<file path="config.mk">
export PLATFORM = sky130hd
export DESIGN_NAME = bram_rr_arbiter
export DESIGN_NICKNAME = d
export VERILOG_FILES = /design/src/rtl/bram_rr_arbiter_pkg.sv /design/src/rtl/bram_rr_arbiter_rr_pick.sv /design/src/rtl/bram_rr_arbiter.sv
export SDC_FILE = /design/constraint.sdc
export NUM_CORES = 1
export LEC_CHECK = 0
export ABC_CLOCK_PERIOD_IN_PS = 12300
export CAP_MARGIN = 20
export CORE_AREA = 2 2 121 123
export DETAILED_ROUTE_END_ITERATION = 10
export DIE_AREA = 0 0 123 125
export PLACE_DENSITY_LB_ADDON = 0.25
export SLEW_MARGIN = 20
export SYNTH_ARGS = -nofsm -noshare
export SYNTH_HDL_FRONTEND = slang
export SYNTH_HIERARCHICAL = 1
export SYNTH_SLANG_ARGS = --single-unit
export TNS_END_PERCENT = 10
</file>
<file path="constraint.sdc">
create_clock -name clk_in -period 12.3 [get_ports clk_in]
set_input_delay 2.46 -clock clk_in [delete_from_list [all_inputs] [get_ports clk_in]]
set_output_delay 2.46 -clock clk_in [all_outputs]
set_load 0.1 [all_outputs]
</file>
<file path="src/rtl/bram_rr_arbiter_pkg.sv">
// Shared constants and helpers for the block-RAM round-robin arbiter.
package bram_rr_arbiter_pkg;

    localparam int unsigned DATA_W = 32;
    localparam int unsigned BE_W   = 4;

    localparam logic [0:0] ST_IDLE_RR = 1'b0;
    localparam logic [0:0] ST_LOCKED  = 1'b1;

    // Successor of index i in a ring of n requesters.
    function automatic int unsigned wrap_inc(input int unsigned i, input int unsigned n);
        return (i + 1 >= n) ? 0 : i + 1;
    endfunction

endpackage

</file>
<file path="src/rtl/bram_rr_arbiter_rr_pick.sv">
// Combinational rotate-priority picker: first asserted request at or after ptr_in.
module rr_pick #(
    parameter int unsigned N     = 4,
    parameter int unsigned PTR_W = 2
) (
    input  logic [N-1:0]     req_in,
    input  logic [PTR_W-1:0] ptr_in,
    output logic [N-1:0]     grant_out,
    output logic [PTR_W-1:0] idx_out,
    output logic             valid_out
);

    int unsigned j;

    always_comb begin
        grant_out = '0;
        idx_out   = '0;
        valid_out = 1'b0;
        j         = 0;
        for (int unsigned k = 0; k < N; k++) begin
            j = 32'(ptr_in) + k;
            if (j >= N) begin
                j = j - N;
            end
            if (!valid_out && req_in[j]) begin
                valid_out    = 1'b1;
                grant_out[j] = 1'b1;
                idx_out      = PTR_W'(j);
            end
        end
    end

endmodule

</file>
<file path="src/rtl/bram_rr_arbiter.sv">
// Round-robin arbiter sharing one 32-bit block-RAM port between NUM_REQ requesters,
// with bounded lock bursts. Optional grant statistics under `BRAM_ARB_STATS_EN.
module bram_rr_arbiter
    import bram_rr_arbiter_pkg::*;
#(
    parameter int unsigned NUM_REQ  = 4,
    parameter int unsigned ADDR_W   = 9,
    parameter int unsigned MAX_HOLD = 16
) (
    input  logic                     clk_in,
    input  logic                     rst_n_in,
    input  logic [NUM_REQ-1:0]       req_in,
    input  logic [NUM_REQ-1:0]       lock_in,
    input  logic [NUM_REQ*ADDR_W-1:0] addr_in,
    input  logic [NUM_REQ*BE_W-1:0]  we_in,
    input  logic [NUM_REQ*DATA_W-1:0] wr_d_in,
    output logic [NUM_REQ-1:0]       ack_out,
    output logic [NUM_REQ-1:0]       rd_valid_out,
    output logic [DATA_W-1:0]        rd_d_out,
    output logic                     bram_en_out,
    output logic [BE_W-1:0]          bram_we_out,
    output logic [ADDR_W-1:0]        bram_addr_out,
    output logic [DATA_W-1:0]        bram_wr_d_out,
`ifdef BRAM_ARB_STATS_EN
    input  logic [2:0]               stat_sel_in,
    output logic [15:0]              stat_cnt_out,
`endif
    input  logic [DATA_W-1:0]        bram_rd_d_in
);

    localparam int unsigned PTR_W  = (NUM_REQ > 1) ? $clog2(NUM_REQ) : 1;
    localparam int unsigned HOLD_W = (MAX_HOLD > 2) ? $clog2(MAX_HOLD) : 1;

    logic [0:0]         state_q, state_d;
    logic [PTR_W-1:0]   owner_q, owner_d;
    logic [HOLD_W-1:0]  hold_q, hold_d;
    logic [PTR_W-1:0]   ptr_q, ptr_d;
    logic [NUM_REQ-1:0] rd_valid_q, rd_valid_d;

    logic [NUM_REQ-1:0] owner_mask;
    logic [NUM_REQ-1:0] req_eff;
    logic [NUM_REQ-1:0] grant;
    logic [PTR_W-1:0]   gnt_idx;
    logic               gnt_valid;
    logic [PTR_W-1:0]   owner_next;

    // While locked only the owner competes; reset masks every request.
    always_comb begin
        owner_mask = '1;
        if (state_q == ST_LOCKED) begin
            owner_mask          = '0;
            owner_mask[owner_q] = 1'b1;
        end
        req_eff = rst_n_in ? (req_in & owner_mask) : '0;
    end

    rr_pick #(
        .N     (NUM_REQ),
        .PTR_W (PTR_W)
    ) u_pick (
        .req_in    (req_eff),
        .ptr_in    (ptr_q),
        .grant_out (grant),
        .idx_out   (gnt_idx),
        .valid_out (gnt_valid)
    );

    always_comb begin
        ack_out       = grant;
        bram_en_out   = gnt_valid;
        bram_we_out   = '0;
        bram_addr_out = '0;
        bram_wr_d_out = '0;
        if (gnt_valid) begin
            bram_we_out   = we_in[gnt_idx*BE_W +: BE_W];
            bram_addr_out = addr_in[gnt_idx*ADDR_W +: ADDR_W];
            bram_wr_d_out = wr_d_in[gnt_idx*DATA_W +: DATA_W];
        end
    end

    assign rd_d_out     = bram_rd_d_in;
    assign rd_valid_out = rd_valid_q;

    always_comb begin
        state_d    = state_q;
        owner_d    = owner_q;
        hold_d     = hold_q;
        ptr_d      = ptr_q;
        owner_next = PTR_W'(wrap_inc(32'(owner_q), NUM_REQ));
        rd_valid_d = (bram_we_out == '0) ? grant : '0;

        if (state_q == ST_IDLE_RR) begin
            if (gnt_valid) begin
                ptr_d = PTR_W'(wrap_inc(32'(gnt_idx), NUM_REQ));
                if (lock_in[gnt_idx]) begin
                    state_d = ST_LOCKED;
                    owner_d = gnt_idx;
                    hold_d  = HOLD_W'(1);
                end
            end
        end else begin
            // Owner leaving or burst limit reached both hand the port back to the ring.
            if (!req_in[owner_q]) begin
                state_d = ST_IDLE_RR;
                hold_d  = '0;
                ptr_d   = owner_next;
            end else if (gnt_valid) begin
                if (lock_in[owner_q] && (hold_q < HOLD_W'(MAX_HOLD - 1))) begin
                    hold_d = hold_q + HOLD_W'(1);
                end else begin
                    state_d = ST_IDLE_RR;
                    hold_d  = '0;
                    ptr_d   = owner_next;
                end
            end
        end
    end

    always_ff @(posedge clk_in or negedge rst_n_in) begin
        if (!rst_n_in) begin
            state_q    <= ST_IDLE_RR;
            owner_q    <= '0;
            hold_q     <= '0;
            ptr_q      <= '0;
            rd_valid_q <= '0;
        end else begin
            state_q    <= state_d;
            owner_q    <= owner_d;
            hold_q     <= hold_d;
            ptr_q      <= ptr_d;
            rd_valid_q <= rd_valid_d;
        end
    end

`ifdef BRAM_ARB_STATS_EN
    logic [15:0] cnt_q [NUM_REQ];
    logic [15:0] cnt_d [NUM_REQ];
    logic [15:0] stat_cnt_q, stat_cnt_d;

    always_comb begin
        stat_cnt_d = '0;
        for (int unsigned i = 0; i < NUM_REQ; i++) begin
            cnt_d[i] = cnt_q[i];
            if (grant[i] && (cnt_q[i] != 16'hFFFF)) begin
                cnt_d[i] = cnt_q[i] + 16'd1;
            end
            if (stat_sel_in == 3'(i)) begin
                stat_cnt_d = cnt_q[i];
            end
        end
    end

    always_ff @(posedge clk_in or negedge rst_n_in) begin
        if (!rst_n_in) begin
            for (int unsigned i = 0; i < NUM_REQ; i++) begin
                cnt_q[i] <= '0;
            end
            stat_cnt_q <= '0;
        end else begin
            for (int unsigned i = 0; i < NUM_REQ; i++) begin
                cnt_q[i] <= cnt_d[i];
            end
            stat_cnt_q <= stat_cnt_d;
        end
    end

    assign stat_cnt_out = stat_cnt_q;
`endif

endmodule

</file>
==> summary.md <==
| Metric | Value |
|---|---|
| Residual DRC | 0 |
| CP Max Fanout | 33 |
| #FFs+latches synth | 13 |
| Hold path start | hold_q[1] |
| Setup TNS Final | 0 ns |
| Worst Hold End | hold_q[1] |
| Clock Sinks | 13 |
| Count leader, synth | and2_1 |
| Hold Path Cell Cnt | 1 |
| Routed wire length per instance | 21.8 um |
| First-pass GRT wire length | 20700 um |
| Top post-synthesis cells by count | and2_1, mux4_2, buf_4 |
| Die area | 15400 sq um |
| Post-CTS setup buffer count | 0 |
| Worst Max-Slew Pin Slew | 1.06 ns |
| Fin Hold WS | 0.554 ns |
| Skew final | 0.00274 ns |
| Total grt overflow | 0 |
| R2r worst-path depth | 10 |
| CTS Buffer Depth | 2 |
| Tmin final | 9.96 ns |
| Cts hold-fix bufs | 0 |
| FF+latch area | 325 sq um |
| CTS clk-pin slew, worst paths | 0.04 ns |
| EDFF count, synth | 0 |
| Buffer and inverter count on the worst path | 3 |
| WL final | 14100 um |
| Dpl hpwl | 11800 um |
| Fin area | 5330 sq um |
| Worst skew pair latency | 0.24 ns |
| Cell family with most CP delay | buffers and inverters |
| Slack of the worst reg-to-reg path | 7.61 ns |
| Startpoint Class | input port |
| Vias/cell | 4.68 |
| Final #Nets | 699 |
| DRT iter0 DRCs | 143 |
| Initial Util | 0.204 |
| Vias in the first global route | 3316 |
| Main synth FF type | dfrtp_1 |
| Critical Path Max Stage Delay | 1.15 ns |
| Syn Inst Count | 265 |
| F_max | 100 MHz |
| # IOs | 308 |
| Initial antenna violation count | 3 |
| TritonCTS buffer count | 3 |
| RSZ-0062 raised after global routing | false |
| CTS H-tree lvls | 1 |
| Util after Layout | 0.375 |
| Multi-input logic area | 2200 sq um |
| Synth Cell Area | 2900 sq um |
| Area leader, netlist | mux4_2 |
| Sequential area share after synthesis | 0.112 |
| Pin count of the biggest net entering global routing | 59 |
| Final setup vio count | 0 |
| Rel. slew slack | 0.294 |
| Endpoints failing hold | 0 |
| Top post-synthesis cells by area | mux4_2, dfrtp_1, and2_1 |
| Worst min path class | reg2reg |
| Worst Setup End Kind | output pin |
| Post-synth cell types | 42 |
| Syn_nets | 501 |
| Die Ht | 125 um |
| # fillers | 1424 |
| Via count | 3034 |
| CTS tree | built |
| Ys async rst share | 1.00 |
| GRT Total Usage | 0.179 |
| Antenna viol nets, final | 0 |
| Status | finished, final reports clean |
| Die width | 123 um |
| Area Overhead vs Synth | 83.5% |
| Critical Path AT | 7.50 ns |
| Layout cells sized above 1 | 0.145 |
| First-pass detailed-route iteration total | 4 |
| Syn avg cell area | 11.0 sq um |
| Crit path kind | in2out |
| FF-to-FF End | rd_valid_out[0] |
| Worst-path cell chain | clkdlybuf4s50_1 -> o211a_1 -> mux4_2 -> nor3_1 -> a32o_2 -> buf_4 -> mux4_2 -> and2_1 -> clkdlybuf4s50_1 |
| Yosys top cell area share | 0.372 |
| Post-DP Area | 5250 sq um |
| CTS Root Cell | clkbuf_16 |
| RR Startpoint | ptr_q[0] |
| Final period util | 0.810 |
| WP data required | 9.84 ns |
| PostCTS Resize Cnt | 0 |
| Highest-delay cell along the critical path | clkdlybuf4s50_1 |
| Core area | 14200 sq um |
| Buffers on Ports | 243 |
| Row count | 44 |
| RD Place Congestion | 0.870 |
| Maxcap violations | 0 |
| Slew Viols, Final | 0 |
| YS warnings | 6 |
## layout make-up
class / instances / area share
repair buffers: 245 / 0.459
multi-input cells: 190 / 0.414
flip-flops and latches: 13 / 0.0610
well taps: 184 / 0.0432
clock buffers: 4 / 0.0148
inverters: 10 / 0.00704
diodes: 2 / 0.000939
## metal layers
metal	GRT usage	share of wire
met3	0.0443	0.072
met2	0.308	0.51
met5	0	0.00092
met4	0.0481	0.021
met1	0.222	0.40
## flip-flops by register name, summed over array words and instances, names as in the netlist
name	count
state_q	1
hold_q	4
rd_valid_out	4
ptr_q	2
owner_q	2
## layout by cell type, fill, tap and decap left out, drive strengths merged, types with 2 or more instances in the layout
cell           netlist  final
ha                  14     14
nand2                7      7
mux2i                4      4
a22oi                8      8
o21ai                6      6
nand2b               3      3
o211a                4      4
a21o                 2      2
nand3                5      5
dfrtp               13     13
mux2                 3      3
and2                50     50
inv                 10     10
clkdlybuf4s50        0    243
a31oi                2      2
mux4                51     51
o221a                2      2
o22ai                2      2
nor2                 7      7
nor3                 3      3
buf                 43      2
a211oi               2      2
diode                0      2
clkbuf               9      4
## per-stage QoR
stage | setup slack [ns] | instances
CTS | 2.30 | 646
floorplan | 4.17 | 265
finish | 2.34 | 648
detailed placement | 2.30 | 642
global route | 1.98 | 648
global placement | 2.37 | 642
## cells by family (layout without fill, tap and decap cells)
logic type | after synthesis | count (layout) | share of synthesized area
compound gates | 36 | 36 | 0.0987
fa+ha+maj | 14 | 14 | 0.0603
buf+inv | 62 | 259 | 0.135
flops | 13 | 13 | 0.112
mux | 58 | 58 | 0.425
other cells | 0 | 2 | 0
simple gates | 82 | 82 | 0.169
## worst max path at each step
stage                        start                 to  slack, ns  depth (start not counted)
after floorplan           rst_n_in         ack_out[0]       4.17                          6
after global placement    rst_n_in  bram_wr_d_out[11]       2.37                          9
after detailed placement  rst_n_in  bram_wr_d_out[11]       2.30                          9
after CTS                 rst_n_in  bram_wr_d_out[11]       2.30                          9
after global routing      rst_n_in     bram_we_out[0]       1.98                         10
final                     rst_n_in   bram_wr_d_out[4]       2.34                          9
Power is left out: the tool's default activity adds up to more than one toggle a clock period on the data nets, which glitch-free logic cannot reach.
